--- src/rtl/adder_pkg.sv ---
// Shared definitions for the digit-serial adder: FSM encoding, digit-count
// helpers and a parameter-legality check usable at module scope.
`ifndef ADDER_PKG_SV
`define ADDER_PKG_SV

// Elaboration-time guard: WIDTH must be a positive multiple of DIGIT.
// Expands to a generate-if, so it must be used at module item level.
`define ADDER_CHECK_PARAMS(W, D) \
   if (((D) < 1) || ((D) > (W)) || (((W) % (D)) != 0)) begin : g_illegal_params \
      $error("digit_serial_adder: WIDTH must be a positive multiple of DIGIT"); \
   end

package adder_pkg;

   // Operation sequencing states
   typedef enum logic [1:0] {
      IDLE = 2'd0,
      BUSY = 2'd1,
      DONE = 2'd2
   } state_t;

   // Number of DIGIT-wide slices in a WIDTH-bit operand
   function automatic int n_digits(input int width, input int digit);
      return (digit > 0) ? (width / digit) : 1;
   endfunction

   // Digit counter width; at least one bit even when a single digit is used
   function automatic int cnt_width(input int width, input int digit);
      int n;
      n = n_digits(width, digit);
      return (n > 1) ? $clog2(n) : 1;
   endfunction

endpackage

`endif

--- src/rtl/digit_adder.sv ---
// Combinational DIGIT-bit ripple-carry slice built from full-adder cells.
// Besides the carry out of the slice it exposes the carry into its MSB,
// which the top level needs to form signed overflow on the last digit.
module digit_adder #(
   parameter int DIGIT = 4
) (
   input  logic [DIGIT-1:0] i_a,
   input  logic [DIGIT-1:0] i_b,
   input  logic             i_c,
   output logic [DIGIT-1:0] o_s,
   output logic             o_c,
   output logic             o_c_msb
);

   // w_c[k] is the carry into bit k; w_c[DIGIT] leaves the slice
   logic [DIGIT:0] w_c;

   assign w_c[0] = i_c;

   // One full-adder cell per bit, chained through w_c
   for (genvar gi = 0; gi < DIGIT; gi++) begin : g_fa
      logic w_p;
      assign w_p         = i_a[gi] ^ i_b[gi];
      assign o_s[gi]     = w_p ^ w_c[gi];
      assign w_c[gi + 1] = (i_a[gi] & i_b[gi]) | (w_p & w_c[gi]);
   end

   assign o_c     = w_c[DIGIT];
   assign o_c_msb = w_c[DIGIT-1];

endmodule

--- src/rtl/digit_serial_adder.sv ---
// Multi-cycle adder/subtractor: WIDTH-bit operands are consumed DIGIT bits
// per clock through one shared digit_adder slice, with a registered carry
// linking consecutive digits. Valid/ready handshakes on both sides.
module digit_serial_adder
   import adder_pkg::*;
#(
   parameter int WIDTH = 32,
   parameter int DIGIT = 4
) (
   input  logic             clk,
   input  logic             rst_n,
   input  logic             in_valid,
   output logic             in_ready,
   input  logic [WIDTH-1:0] a,
   input  logic [WIDTH-1:0] b,
   input  logic             cin,
   input  logic             sub,
   output logic             out_valid,
   input  logic             out_ready,
   output logic [WIDTH-1:0] sum,
   output logic             cout,
   output logic             overflow
);

   `ADDER_CHECK_PARAMS(WIDTH, DIGIT)

   localparam int N     = n_digits(WIDTH, DIGIT);
   localparam int CNT_W = cnt_width(WIDTH, DIGIT);
   localparam logic [CNT_W-1:0] LAST_DIGIT = CNT_W'(N - 1);

   state_t             r_state;
   state_t             w_state_next;
   logic [CNT_W-1:0]   r_cnt;
   logic [WIDTH-1:0]   r_a;
   logic [WIDTH-1:0]   r_b;
   logic [WIDTH-1:0]   r_sum;
   logic               r_carry;
   logic               r_cout;
   logic               r_ovf;

   logic [DIGIT-1:0]   w_dig_s;
   logic               w_dig_c;
   logic               w_dig_c_msb;
   logic [WIDTH-1:0]   w_sum_shift;
   logic               w_accept;
   logic               w_busy;
   logic               w_last;

   // Shared digit slice always works on the low digit of the operand shifters
   digit_adder #(
      .DIGIT (DIGIT)
   ) u_digit_adder (
      .i_a     (r_a[DIGIT-1:0]),
      .i_b     (r_b[DIGIT-1:0]),
      .i_c     (r_carry),
      .o_s     (w_dig_s),
      .o_c     (w_dig_c),
      .o_c_msb (w_dig_c_msb)
   );

   // New digits enter at the top of the sum register so that after N steps
   // the first digit has reached the bottom; a single-digit build just loads.
   if (DIGIT == WIDTH) begin : g_sum_load
      assign w_sum_shift = w_dig_s;
   end else begin : g_sum_shift
      assign w_sum_shift = {w_dig_s, r_sum[WIDTH-1:DIGIT]};
   end

   assign w_accept = in_valid && in_ready;
   assign w_busy   = (r_state == BUSY);
   assign w_last   = w_busy && (r_cnt == LAST_DIGIT);

   // State register
   always_ff @(posedge clk or negedge rst_n) begin
      if (!rst_n) begin
         r_state <= IDLE;
      end else begin
         r_state <= w_state_next;
      end
   end

   // Next-state and handshake outputs, decoded from the registered state
   always_comb begin
      w_state_next = r_state;
      in_ready     = 1'b0;
      out_valid    = 1'b0;
      case (r_state)
         IDLE: begin
            in_ready = 1'b1;
            if (in_valid) begin
               w_state_next = BUSY;
            end
         end
         BUSY: begin
            if (r_cnt == LAST_DIGIT) begin
               w_state_next = DONE;
            end
         end
         DONE: begin
            out_valid = 1'b1;
            if (out_ready) begin
               w_state_next = IDLE;
            end
         end
         default: begin
            w_state_next = IDLE;
         end
      endcase
   end

   // Operand capture, digit-serial shifting, carry chaining and result flags
   always_ff @(posedge clk or negedge rst_n) begin
      if (!rst_n) begin
         r_cnt   <= '0;
         r_a     <= '0;
         r_b     <= '0;
         r_sum   <= '0;
         r_carry <= 1'b0;
         r_cout  <= 1'b0;
         r_ovf   <= 1'b0;
      end else if (w_accept) begin
         // Subtraction is a + ~b + ~borrow, so invert b and the carry-in here
         r_cnt   <= '0;
         r_a     <= a;
         r_b     <= sub ? ~b : b;
         r_carry <= cin ^ sub;
      end else if (w_busy) begin
         r_cnt   <= r_cnt + 1'b1;
         r_a     <= r_a >> DIGIT;
         r_b     <= r_b >> DIGIT;
         r_sum   <= w_sum_shift;
         r_carry <= w_dig_c;
         if (w_last) begin
            r_cout <= w_dig_c;
            r_ovf  <= w_dig_c_msb ^ w_dig_c;
         end
      end
   end

   assign sum      = r_sum;
   assign cout     = r_cout;
   assign overflow = r_ovf;

endmodule
--- config.mk ---
export PLATFORM = sky130hd
export DESIGN_NAME = digit_serial_adder
export DESIGN_NICKNAME = d
export VERILOG_FILES = /design/src/rtl/adder_pkg.sv /design/src/rtl/digit_adder.sv /design/src/rtl/digit_serial_adder.sv
export SDC_FILE = /design/constraint.sdc
export NUM_CORES = 1
export LEC_CHECK = 0
export CAP_MARGIN = 20
export CORE_UTILIZATION = 45
export DETAILED_ROUTE_END_ITERATION = 7
export PLACE_DENSITY_LB_ADDON = 0.3
export SLEW_MARGIN = 20
export SYNTH_ARGS = -nofsm -noshare
export SYNTH_HDL_FRONTEND = slang
export SYNTH_SLANG_ARGS = --single-unit
--- constraint.sdc ---
create_clock -name clk -period 2 [get_ports clk]
set_input_delay 0.3 -clock clk [delete_from_list [all_inputs] [get_ports clk]]
set_output_delay 0.3 -clock clk [all_outputs]
set_load 0.1 [all_outputs]
Yosys cells after proc, flatten, opt, wreduce, memory -nomap -nowiden
Index checks and enable logic that the tools add are counted.
- bits in registers: 104
- latch bits: 0
- RAM bits: 0
- memory bits (read-only): 0
- input port bits: 70
- logic and storage cells: 61
- memories kept: 0
- $add $sub $neg: 1
- multiply operators: 0
- div/mod/pow operators: 0
- magnitude comparators: 0
- eq/ne operators: 6
- shift operators: 0
- mux-type cells: 15
- bitwise logic cells: 24
- reduce and logical (&&, ||, !) cells: 7
- operators with widths (operator ; count):
    $mux W32 ; 5
    $not A32 Y32 ; 1
    $xor A1 B1 Y1 ; 10
    $and A1 B1 Y1 ; 8
    $mux W2 ; 3
    $mux W3 ; 2
    $pmux W2 S3 ; 1
    $reduce_and A3 Y1 ; 2
    $mux W1 ; 4
    $ne A2 B2 Y1 const B ; 2
    $or A1 B1 Y1 ; 4
    $add A3 B1 Y3 const B ; 1
    $eq A3 B3 Y1 const B ; 1
    $eq A2 B1 Y1 const B ; 1
    $eq A2 B2 Y1 const B ; 1
    $logic_and A1 B1 Y1 ; 2
    $logic_not A2 Y1 ; 1
    $ne A2 B1 Y1 const B ; 1
    $reduce_and A2 Y1 ; 1
    $reduce_bool A2 Y1 ; 1
    $not A1 Y1 ; 1

Longest topological paths before layout
Gate-level depths: netlist of the first run.
- word-level depth: 11
- mapped depth: 10
- mapped depth without buffers: 10

Hierarchy
Synthesis of the first run repeated with hierarchy kept, for this count alone.
- cell total of the unflattened synthesis: 485
- area total of the unflattened synthesis: 4647.0 µm²
- by module, submodules not included (module ; times used ; cells each ; area each (µm²) ; seq. area each (µm²)):
    digit_serial_adder ; 1 ; 471 ; 4529.3 ; 2602.5
    digit_adder ; 1 ; 14 ; 117.6 ; 0.0

Worst setup path before layout of the first run
OpenSTA, ideal clock, no wires.
- path kind: reg2reg
- start point: register r_a[0]
- end point: register r_sum[31] (netlist: sum[31])
- setup time: 0.083 ns
- arrival: 1.994 ns
- setup slack: -0.077 ns
- stages on the path, launching flop included: 9
- buffers on the path: 0
- period minus slack after synthesis: 2.077 ns
- cell sequence: dfrtp_1 -> inv_1 -> fa_1 -> inv_1 -> fa_1 -> fa_1 -> inv_1 -> fa_1 -> o21ai_0
- word-level cells in the longest chain between the ends: 8
- RTL lines (what ; RTL line ; text):
    start: declaration ; digit_serial_adder.sv:34 ; logic [WIDTH-1:0] r_a;
    start signal: assignment ; digit_serial_adder.sv:129 ; r_a <= r_a >> DIGIT;
    $xor A1 B1 Y1 ; digit_adder.sv:23 ; assign w_p = i_a[gi] ^ i_b[gi];
    $and A1 B1 Y1 ; digit_adder.sv:25 ; assign w_c[gi + 1] = (i_a[gi] & i_b[gi]) | (w_p & w_c[gi]);
    $or A1 B1 Y1 (*) ; digit_adder.sv:25 ;
    $and A1 B1 Y1 (*) ; digit_adder.sv:25 ;
    $or A1 B1 Y1 (*) ; digit_adder.sv:25 ;
    $and A1 B1 Y1 (*) ; digit_adder.sv:25 ;
    $or A1 B1 Y1 (*) ; digit_adder.sv:25 ;
    $xor A1 B1 Y1 (*) ; digit_adder.sv:24 ; assign o_s[gi] = w_p ^ w_c[gi];
    end signal: assignment ; digit_serial_adder.sv:131 ; r_sum <= w_sum_shift;
    end: declaration ; digit_serial_adder.sv:36 ; logic [WIDTH-1:0] r_sum;
Mark *: on every way between the ends. The rest lies on a longest branch, timed or not.
A chain may end at the register's enable or synchronous reset.

Worst setup path in the final report of the first run
- start point: register r_a[0]
- end point: register r_ovf (netlist: overflow)
- word-level cells in the longest chain between the ends: 10
- RTL lines (what ; RTL line ; text):
    $xor A1 B1 Y1 ; digit_adder.sv:23 ;
    $and A1 B1 Y1 ; digit_adder.sv:25 ;
    $or A1 B1 Y1 (*) ; digit_adder.sv:25 ;
    $and A1 B1 Y1 (*) ; digit_adder.sv:25 ;
    $or A1 B1 Y1 (*) ; digit_adder.sv:25 ;
    $and A1 B1 Y1 (*) ; digit_adder.sv:25 ;
    $or A1 B1 Y1 (*) ; digit_adder.sv:25 ;
    $and A1 B1 Y1 ; digit_adder.sv:25 ;
    $or A1 B1 Y1 ; digit_adder.sv:25 ;
    $xor A1 B1 Y1 (*) ; digit_serial_adder.sv:135 ; r_ovf <= w_dig_c_msb ^ w_dig_c;
    end signal: assignment ; digit_serial_adder.sv:135 ;
    end: declaration ; digit_serial_adder.sv:39 ; logic r_ovf;
Marks and branches as above.

==> impl_metrics.py, run 1 <==
metrics = {
    "setup_path": {
        "critPathCaptureType": "flop",
        "crit_chain": "inv_2 -> fa_2 -> inv_2 -> fa_2 -> fa_2 -> buf_4 -> buf_4 -> buf_4 -> xor2_1 -> o21ai_1",
        "crit_family": "adder cells",
        "critical_path_class": "flop to flop",
        "startpoint_type": "flop",
        "r2r_setup_slack_ns": -0.09,
        "cp.required_ns": 2.29,
        "worst_r2r_endpoint": "overflow$_DFFE_PN0P_",
        "cp_slowest_cell": "dfrtp_1",
        "r2r_cells": 10,
        "cp_data_arrival_time_ns": 2.38,
        "r2r_start": "r_a[0]$_DFFE_PN0P_",
        "cp_max_fo": 2,
        "critPathMaxStageDelay_ns": 0.41,
        "crit_buf_inv": 5,
    },
    "floorplanning": {
        "initial_core_util": 0.469,
        "coreArea_um2": 9910,
        "ioPinCount": 106,
        "die_area_um2": 10700,
        "die_h_um": 104,
        "die_w_um": 104,
        "rows": 36,
    },
    "power": {
        "p_sw_frac": 0.498,
        "ir_drop_mv": 1.23,
        "pwr-share-comb": 0.540,
        "power.leakage_nw": 2.97,
        "intPower_mw": 5.44,
        "p_switching_mw": 5.40,
        "p_clk_frac": 0.126,
        "seq_power_share": 0.334,
        "finalPower_mw": 10.8,
        "power_density_nw_per_um2": 1770,
    },
    "grt": {
        "grt_max_degree": 105,
        "antenna_found_initial": 0,
        "grt_pass1_wl_um": 16600,
        "grt_overflow": 0,
        "grt.total_usage": 0.189,
        "grt_pass1_vias": 3540,
    },
    "routing": {
        "route.met2.wl_um": 4770,
        "wl_met3_um": 470,
        "finalWirelength_um": 9730,
        "drt-pass1-iter-count": 4,
        "met1_length_um": 4400,
        "wl_per_cell_um": 13.2,
        "drt-vias-per-instance": 5.06,
        "drc": 0,
        "topRoutingLayerUsed": "met4",
        "drtAntennaViolNets": 0,
        "initialDrtViolationCount": 184,
        "vias": 3716,
    },
    "sta": {
        "finalSetupViolCount": 3,
        "fin_skew_ns": 0.0102,
        "fmax_mhz": 478,
        "tns_ns": -0.239,
        "finalCritPeriodShare": 1.05,
        "maxSlewViolCount": 0,
        "layout_setup_ws_ns": -0.0905,
        "finalCriticalPeriod_ns": 2.09,
        "slew-limit-headroom": 0.619,
        "hold_ws_ns": -0.0378,
        "tightest_slew_ns": 0.572,
        "hold_viol": 26,
        "rsz0062_at_grt": "yes",
    },
    "run": {
        "maxCapViolations": 0,
    },
    "layout": {
        "final_core_util": 0.617,
        "stdcell_area_um2": 6120,
        "final_cells": 735,
        "drive_gt1_frac": 0.151,
        "antenna_cells": 0,
        "area_growth_pct": 31.5,
        "final_nets": 673,
    },
    "cts": {
        "cts_tree": "built",
        "cts_root_buf": "clkbuf_8",
        "numCtsBuffers": 9,
        "clk_pin_slew_ns": 0.10,
        "clock_path_buffers": 2,
        "htree_num_levels": 3,
        "clock-sinks": 104,
        "clk_latency_ns": 0.36,
        "cts_hold_buf": 0,
    },
    "synthesis": {
        "yosysSeqAreaShare": 0.559,
        "yosysUniqueCellTypes": 23,
        "syn_inst": 495,
        "yosys_register_bits": 104,
        "avgSynthCellArea_um2": 9.40,
        "syn_nets": 571,
        "synthesis.area_um2": 4650,
        "yosysWarnings": 0,
    },
    "placed_design": {
        "dpl-instance-area_um2": 5870,
        "portBuffers": 105,
        "place_inst": 715,
        "place_ws_ns": -0.150,
        "routabilityCongestion": 0.761,
        "dpl.hpwl_um": 6690,
    },
    "outcome": {
        "violations": "hold timing, setup timing",
        "outcome": "finished, violations left",
    },
    "min_path": {
        "min_path_type": "input pin to asynchronous set/reset pin",
    },
}
==> sequential cells by signal, indices dropped and copies added (netlist names) <==
name and cells:
cout 1, overflow 1, r_a 32, r_b 32, r_carry 1, r_cnt 3
r_state 2, sum 32
==> logic make-up after synthesis <==
group                    Yosys count  synth area share
buffers and inverters             44            0.0436
flip-flops                       104             0.559
AND/OR/NAND/NOR                  237             0.200
AO/OA/AOI/OAI                     70             0.110
adder cells (fa/ha/maj)            6            0.0226
XOR/XNOR                          34            0.0640
==> layout by cell type (no fill, tap or decap), types with 14 or more instances in the layout <==
cell type / instances
nand2_1: 191
dfrtp_1: 104
clkdlybuf4s50_1: 67
buf_4: 51
nor2_1: 28
a22oi_1: 28
xnor2_1: 19
xor2_1: 15
a31oi_1: 14
a221o_1: 14
==> power by group through the flow <==
stage | sequential (mW) | combinational, mW | clock [mW]
2_1_floorplan | 5.57 | 2.26 | 0
3_3_place_gp | 3.61 | 5.63 | 0
3_5_place_dp | 3.66 | 5.74 | 0
4_1_cts | 3.62 | 5.81 | 1.39
5_1_grt | 3.73 | 6.35 | 1.48
6_report | 3.62 | 5.86 | 1.36
==> worst reg2reg max path: cells and delay by family (launching register included) <==
kind	cells	cell delay (ns)
buffers and inverters	5	0.49
adder cells (fa/ha/maj)	3	0.88
flip-flops	1	0.41
XOR/XNOR	1	0.13
AO/OA/AOI/OAI	1	0.11
==> worst max-delay path by stage <==
stage / from / to / slack (ns) / cells after the start
after global placement: r_a[0]$_DFFE_PN0P_ / overflow$_DFFE_PN0P_ / -0.05 / 9
after CTS: r_a[0]$_DFFE_PN0P_ / sum[31]$_DFFE_PN0P_ / -0.08 / 8
final: r_a[0]$_DFFE_PN0P_ / overflow$_DFFE_PN0P_ / -0.09 / 10
after global routing: r_b[0]$_DFFE_PN0P_ / r_carry$_DFFE_PN0P_ / -0.19 / 10
after detailed placement: r_a[0]$_DFFE_PN0P_ / overflow$_DFFE_PN0P_ / -0.15 / 9
after floorplan: r_a[0]$_DFFE_PN0P_ / sum[31]$_DFFE_PN0P_ / -0.03 / 8
==> synth_stat cells <==
cell	number	area (um^2)
nand2_1	191	717
dfrtp_1	104	2600
nor2_1	29	109
a22oi_1	28	210
clkbuf_1	21	78.8
xnor2_1	19	166
xor2_1	15	131
a221o_1	14	140
a31oi_1	14	87.6
buf_2	12	60.1
o21ai_0	12	60.1
nand3_1	10	50.1
inv_1	8	30.0
fa_1	4	80.1
buf_6	3	33.8
ha_1	2	25.0
nand2b_1	2	12.5
nand3b_1	2	15.0
nor2b_1	1	6.26
nor3b_2	1	12.5
o211ai_1	1	7.51
o21bai_1	1	7.51
or3b_1	1	8.76
==> repair_timing <==
action	in CTS	in global routing
setup endpoints to repair	4	4
gates resized for setup	9	2
hold endpoints to repair	0	0
pin swaps	0	2
setup buffers	1	3
==> final cells by class <==
type / instances / area, um^2
clock inverters: 6 / 72.6
multi-input cells: 347 / 1890
flip-flops and latches: 104 / 2600
fillers: 894 / 3790
inverters: 8 / 30.0
clock buffers: 10 / 138
well taps: 133 / 166
repair buffers: 127 / 1220
==> per-layer routing <==
metal	track usage	vias up
met5	0	-
met3	0.0428	7
li1	-	1823
met1	0.250	1790
met4	0.0500	0
met2	0.314	96
(Power assumes the default switching activity.)
==> run 2, diff against run 1 <==
--- a/config.mk
+++ b/config.mk
@@ -8,6 +8,7 @@
 export CAP_MARGIN = 20
 export CORE_UTILIZATION = 45
 export DETAILED_ROUTE_END_ITERATION = 7
+export GPL_TIMING_DRIVEN = 1
 export PLACE_DENSITY_LB_ADDON = 0.3
 export SLEW_MARGIN = 20
 export SYNTH_ARGS = -nofsm -noshare
==> results of run 2 <==
No change in the layout: final DEF, timing and power equal those of run 1.
==> run 3, diff against run 2 <==
--- a/config.mk
+++ b/config.mk
@@ -10,7 +10,6 @@
 export DETAILED_ROUTE_END_ITERATION = 7
 export GPL_TIMING_DRIVEN = 1
 export PLACE_DENSITY_LB_ADDON = 0.3
-export SLEW_MARGIN = 20
 export SYNTH_ARGS = -nofsm -noshare
 export SYNTH_HDL_FRONTEND = slang
 export SYNTH_SLANG_ARGS = --single-unit
==> constraint.sdc (replaced) <==
create_clock -name clk -period 2 [get_ports clk]
set_input_delay 0.4 -clock clk [delete_from_list [all_inputs] [get_ports clk]]
set_output_delay 0.4 -clock clk [all_outputs]
set_load 0.1 [all_outputs]
==> run 3 against run 2 <==
The run ends with setup timing left. Register-to-register slack better by 0.03 ns. Combinational power is 2% lower. Maximum frequency is 1.6% higher. Die area stayed put. Count of clock-buffer cells in the layout is 1 higher. Via count is 0.13% lower. Critical path depth is 2 lower. Cell count is 0.14% higher. Total power is 2.4% lower. Wire length is 1.1% lower. Largest cell class unchanged. Critical endpoint is now sum[31]$_DFFE_PN0P_. Highest routed layer unchanged.
==> impl_metrics.py, run 3 (synthesis results as in run 1) <==
metrics = {
    "outcome": {
        "outcome": "finished, violations left",
        "violations": "setup timing",
    },
    "placed_design": {
        "dpl-instance-area_um2": 5840,
        "portBuffers": 105,
        "routabilityCongestion": 0.758,
        "place_ws_ns": -0.138,
        "place_inst": 715,
        "dpl.hpwl_um": 6720,
    },
    "floorplanning": {
        "ioPinCount": 106,
        "initial_core_util": 0.469,
        "rows": 36,
        "die_area_um2": 10700,
        "die_h_um": 104,
        "die_w_um": 104,
        "coreArea_um2": 9910,
    },
    "min_path": {
        "hp-start": "r_a[8]$_DFFE_PN0P_",
        "hold_end": "r_a[8]$_DFFE_PN0P_",
        "min_path_type": "flop to flop",
        "holdPathStages": 2,
    },
    "setup_path": {
        "worst_r2r_endpoint": "sum[31]$_DFFE_PN0P_",
        "critical_path_class": "flop to flop",
        "startpoint_type": "flop",
        "cp_data_arrival_time_ns": 2.34,
        "critPathCaptureType": "flop",
        "r2r_start": "r_a[0]$_DFFE_PN0P_",
        "cp.required_ns": 2.28,
        "r2r_setup_slack_ns": -0.06,
        "cp_max_fo": 2,
        "r2r_cells": 8,
    },
    "power": {
        "ir_drop_mv": 1.26,
        "power_density_nw_per_um2": 1740,
        "power.leakage_nw": 2.95,
    },
    "layout": {
        "layout_common_cells": "nand2_1 (191), dfrtp_1 (104), clkdlybuf4s50_1 (67)",
        "final_nets": 674,
        "layout_commonest_cell": "nand2_1",
        "antenna_cells": 0,
        "area_growth_pct": 30.6,
        "final-seq-area_um2": 2600,
        "multi_input_area_um2": 1890,
        "drive_gt1_frac": 0.149,
        "stdcell_area_um2": 6080,
        "final_cells": 736,
        "fillerInstances": 858,
    },
    "cts": {
        "clk_latency_ns": 0.35,
        "clock_path_buffers": 2,
        "clock-sinks": 104,
        "clk_pin_slew_ns": 0.09,
        "cts_tree": "built",
        "htree_num_levels": 3,
        "numCtsBuffers": 9,
        "cts_root_buf": "clkbuf_8",
    },
    "sta": {
        "layout_setup_ws_ns": -0.0582,
        "fin_skew_ns": 0.0111,
        "finalCriticalPeriod_ns": 2.06,
        "slew-limit-headroom": 0.698,
        "rsz0062_at_grt": "yes",
        "hold_viol": 0,
        "tightest_slew_ns": 0.453,
        "finalCritPeriodShare": 1.03,
        "finalSetupViolCount": 2,
        "maxSlewViolCount": 0,
        "fmax_mhz": 486,
    },
    "grt": {
        "grt_max_degree": 55,
        "met2_usage": 0.326,
        "busiest_layer": "met2",
        "antenna_found_initial": 0,
        "grt_overflow": 0,
        "grtUsageMet1": 0.251,
        "grt.total_usage": 0.192,
        "grt_util_met3": 0.0409,
        "grt_pass1_vias": 3640,
        "grt_pass1_wl_um": 16900,
    },
    "routing": {
        "wl_per_cell_um": 13.1,
        "initialDrtViolationCount": 158,
        "finalWirelength_um": 9620,
        "drc": 0,
        "vias": 3711,
        "drtAntennaViolNets": 0,
        "drt-pass1-iter-count": 5,
        "drt-vias-per-instance": 5.04,
    },
    "run": {
        "maxCapViolations": 0,
    },
}
run 3: routing by layer:
| metal | vias to the layer above | part of all wire |
|---|---|---|
| met5 | - | 0 |
| met4 | 0 | 0.010 |
| met3 | 6 | 0.043 |
| met2 | 100 | 0.50 |
| met1 | 1782 | 0.45 |
| li1 | 1823 | - |
run 3: stage by stage:
stage	power [mW]	hold WS, ns	TNS (ns)	utilization
3_3_place_gp	9.16	0.374	-0.151	0.590
6_report	10.6	0.483	-0.102	0.613
5_1_grt	11.3	0.510	-0.522	0.613
3_5_place_dp	9.36	0.380	-0.417	0.590
4_1_cts	10.6	0.487	-0.124	0.612
2_1_floorplan	7.84	0.104	-0.0458	-
run 3: worst max-delay path by stage:
stage,from,end,cells after the start
2_1_floorplan,r_a[0]$_DFFE_PN0P_,sum[31]$_DFFE_PN0P_,8
3_3_place_gp,r_a[0]$_DFFE_PN0P_,overflow$_DFFE_PN0P_,9
3_5_place_dp,r_a[0]$_DFFE_PN0P_,overflow$_DFFE_PN0P_,9
4_1_cts,r_a[0]$_DFFE_PN0P_,sum[31]$_DFFE_PN0P_,8
5_1_grt,r_a[0]$_DFFE_PN0P_,r_carry$_DFFE_PN0P_,10
6_report,r_a[0]$_DFFE_PN0P_,sum[31]$_DFFE_PN0P_,8
run 3: cell type report:
cell class                 instances  area share
multi-input combinational        347       0.311
inverter                           8     0.00494
clock inverter                     5     0.00680
tap                              133      0.0274
clock buffer                      11      0.0233
timing repair buffer             128       0.198
sequential                       104       0.428
run 3: worst max-delay path: stages, from the launching register on:
cell and delay (ns):
dfrtp_1 0.40, inv_2 0.07, fa_2 0.20, inv_2 0.04, fa_2 0.34, fa_2 0.36
inv_2 0.06, fa_2 0.43, o21ai_2 0.11
run 3: timing repair:
item / 4_1_cts / 5_1_grt
endpoints found under the setup margin: 4 / 3
gates resized for setup: 10 / 1
hold endpoints to repair: 33 / 0
hold buffers: 1 / 0
buffers inserted: 3 / 1
pin swaps: 0 / 1
run 3: power by group:
part | switching (mW) | leakage (nW) | internal, mW
combinational | 4.02 | 1.54 | 1.73
sequential | 0.618 | 1.33 | 3.02
clock | 0.699 | 0.0861 | 0.497
==> RTL edit: new RTL, flow settings as in run 1 <==
Set the parameter `WIDTH` to 36 (it was 32).
--- a/src/rtl/digit_serial_adder.sv
+++ b/src/rtl/digit_serial_adder.sv
@@ -4,7 +4,7 @@
 module digit_serial_adder
    import adder_pkg::*;
 #(
-   parameter int WIDTH = 32,
+   parameter int WIDTH = 36,
    parameter int DIGIT = 4
 ) (
    input  logic             clk,
Interface: changed (resized a, b and sum); port bits go from 106 to 118. The function was not compared with the original's and may differ.
==> RTL edit against run 1 <==
- the flow finishes with violations (DRC, setup timing)
- via count grew 18%
- worst setup slack got worse by 0.084 ns
- area after synthesis is 15% higher
- power increased by 29%
- routed wire length is 26% higher
- sequential cell count up 13
- non-clock buffer count grew 14
- cell area rose by 20%
==> RTL edit: results <==
group,metric,value,unit
global_routing,track_usage,0.214,
clock_network,htree_levels,4,
sta,finalSetupViolations,3,
sta,worst_clock_skew,0.00539,ns
cells_and_area,n_fill_cell,958,
clock_network,cts_root_buf,"clkbuf_16",
cells_and_area,fin_nets,782,
global_routing,grt_pass1_vias,4489,
setup_path,cp.arrival,2.47,ns
global_routing,grt_max_degree,58,
synthesis,synth.distinct_cells,32,
placed_design,portBuffers,117,
clock_network,clock_latency,0.41,ns
power_and_ir_drop,p_leak,3.60,nW
detailed_routing,drcViolationCount,14,
placed_design,gp_congestion,0.778,
synthesis,yosysSeqAreaShare,0.547,
detailed_routing,drtPass1Iterations,7,
detailed_routing,drt_iter0_markers,370,
power_and_ir_drop,switching_power,6.38,mW
detailed_routing,via_per_inst,5.14,
detailed_routing,wl_per_cell,14.4,um
outcome,violations,"DRC, setup timing",
outcome,status,"finished, violations left",
placed_design,hpwlAfterDp,8230,um
detailed_routing,wl_met3,585,um
cells_and_area,drive_gt1_frac,0.169,
power_and_ir_drop,vdd_ir_drop_max,0.733,mV
synthesis,syn_area_per_cell,9.24,um^2
sta,layout_setup_ws,-0.174,ns
global_routing,grt_pass1_wl,20900,um
setup_path,reg2regPathDepth,9,
detailed_routing,wl_met2,5880,um
clock_network,cts_buffers,17,
synthesis,syn_nets,663,
clock_network,clk_pin_slew,0.05,ns
placed_design,dp_cells,818,
synthesis,yosys-top-cells-count,"234 x nand2_1, 117 x dfrtp_1, 33 x nor2_1",
synthesis,yosys-top-cells-area,"dfrtp_1 55%, nand2_1 16%, a22oi_1 4.5%",
detailed_routing,wl_met1,5560,um
## RTL edit: cell types whose count changed after synthesis, sizes merged, moves of 8 or more
cell / delta
a221o: -9
a31oi: +13
buf: +16
clkbuf: -11
dfrtp: +13
nand2: +43
xnor2: -8
xor2: +12
## RTL edit: final cells by class
cell class	instances	area, um^2	share of cell area
clock buffers	18	439	0.0596
clock inverters	13	206	0.0280
well taps	143	179	0.0243
inverters	11	41.3	0.00560
repair buffers	141	1390	0.188
flip-flops and latches	117	2930	0.397
multi-input cells	410	2190	0.297
## RTL edit: what timing repair did
item                                    CTS  global route
buffers inserted                          2             1
hold buffers                              1             0
resized for setup                         7             1
endpoints found under the hold margin    15             0
pin swaps                                 2             1
endpoints found under the setup margin    3             4
## RTL edit: worst max path at each step
stage | to | slack (ns)
finish | overflow | -0.17
global placement | overflow | -0.13
detailed placement | overflow | -0.20
CTS | overflow | -0.15
global route | r_carry | -0.29
floorplan | overflow | -0.1
## RTL edit: kinds of logic (layout without fill, tap and decap cells)
group	after synthesis	after routing	share of synthesized area
AO/OA/AOI/OAI	78	78	0.104
adder cells (fa/ha/maj)	6	6	0.0196
XOR/XNOR	38	38	0.0622
flip-flops	117	117	0.547
multiplexers	3	3	0.00585
buffers and inverters	52	183	0.0498
AND/OR/NAND/NOR	285	285	0.212
## RTL edit: power groups by stage
stage | sequential, mW | combinational (mW) | clock, mW
3_5_place_dp | 4.12 | 6.50 | 0
5_1_grt | 4.23 | 7.14 | 3.46
2_1_floorplan | 6.27 | 2.59 | 0
3_3_place_gp | 4.06 | 6.37 | 0
6_report | 4.11 | 6.61 | 3.28
4_1_cts | 4.10 | 6.60 | 3.34
## RTL edit: critical path, cell delays in order, from the launching register on
cell and delay [ns]:
dfrtp_1 0.36, inv_2 0.05, fa_2 0.39, inv_2 0.06, fa_2 0.18, fa_2 0.20
inv_2 0.05, fa_2 0.36, xnor2_1 0.14, mux2_2 0.26
## RTL edit: through the flow
step | setup WS (ns) | util | hold slack (ns) | setup TNS (ns) | area [um^2]
2_1_floorplan | -0.0989 | - | 0.00441 | -0.131 | 5360
3_3_place_gp | -0.131 | 0.580 | 0.188 | -0.231 | 6680
3_5_place_dp | -0.195 | 0.580 | 0.189 | -0.393 | 6680
4_1_cts | -0.150 | 0.639 | 0.301 | -0.352 | 7360
5_1_grt | -0.289 | 0.640 | 0.323 | -0.799 | 7370
6_report | -0.174 | 0.640 | 0.306 | -0.423 | 7370
## RTL edit: routing by layer
layer  GRT usage  up-vias
met2       0.347      112
met1       0.278     2131
met4      0.0856        0
met3      0.0487       17
met5           0        -
li1            -     2128
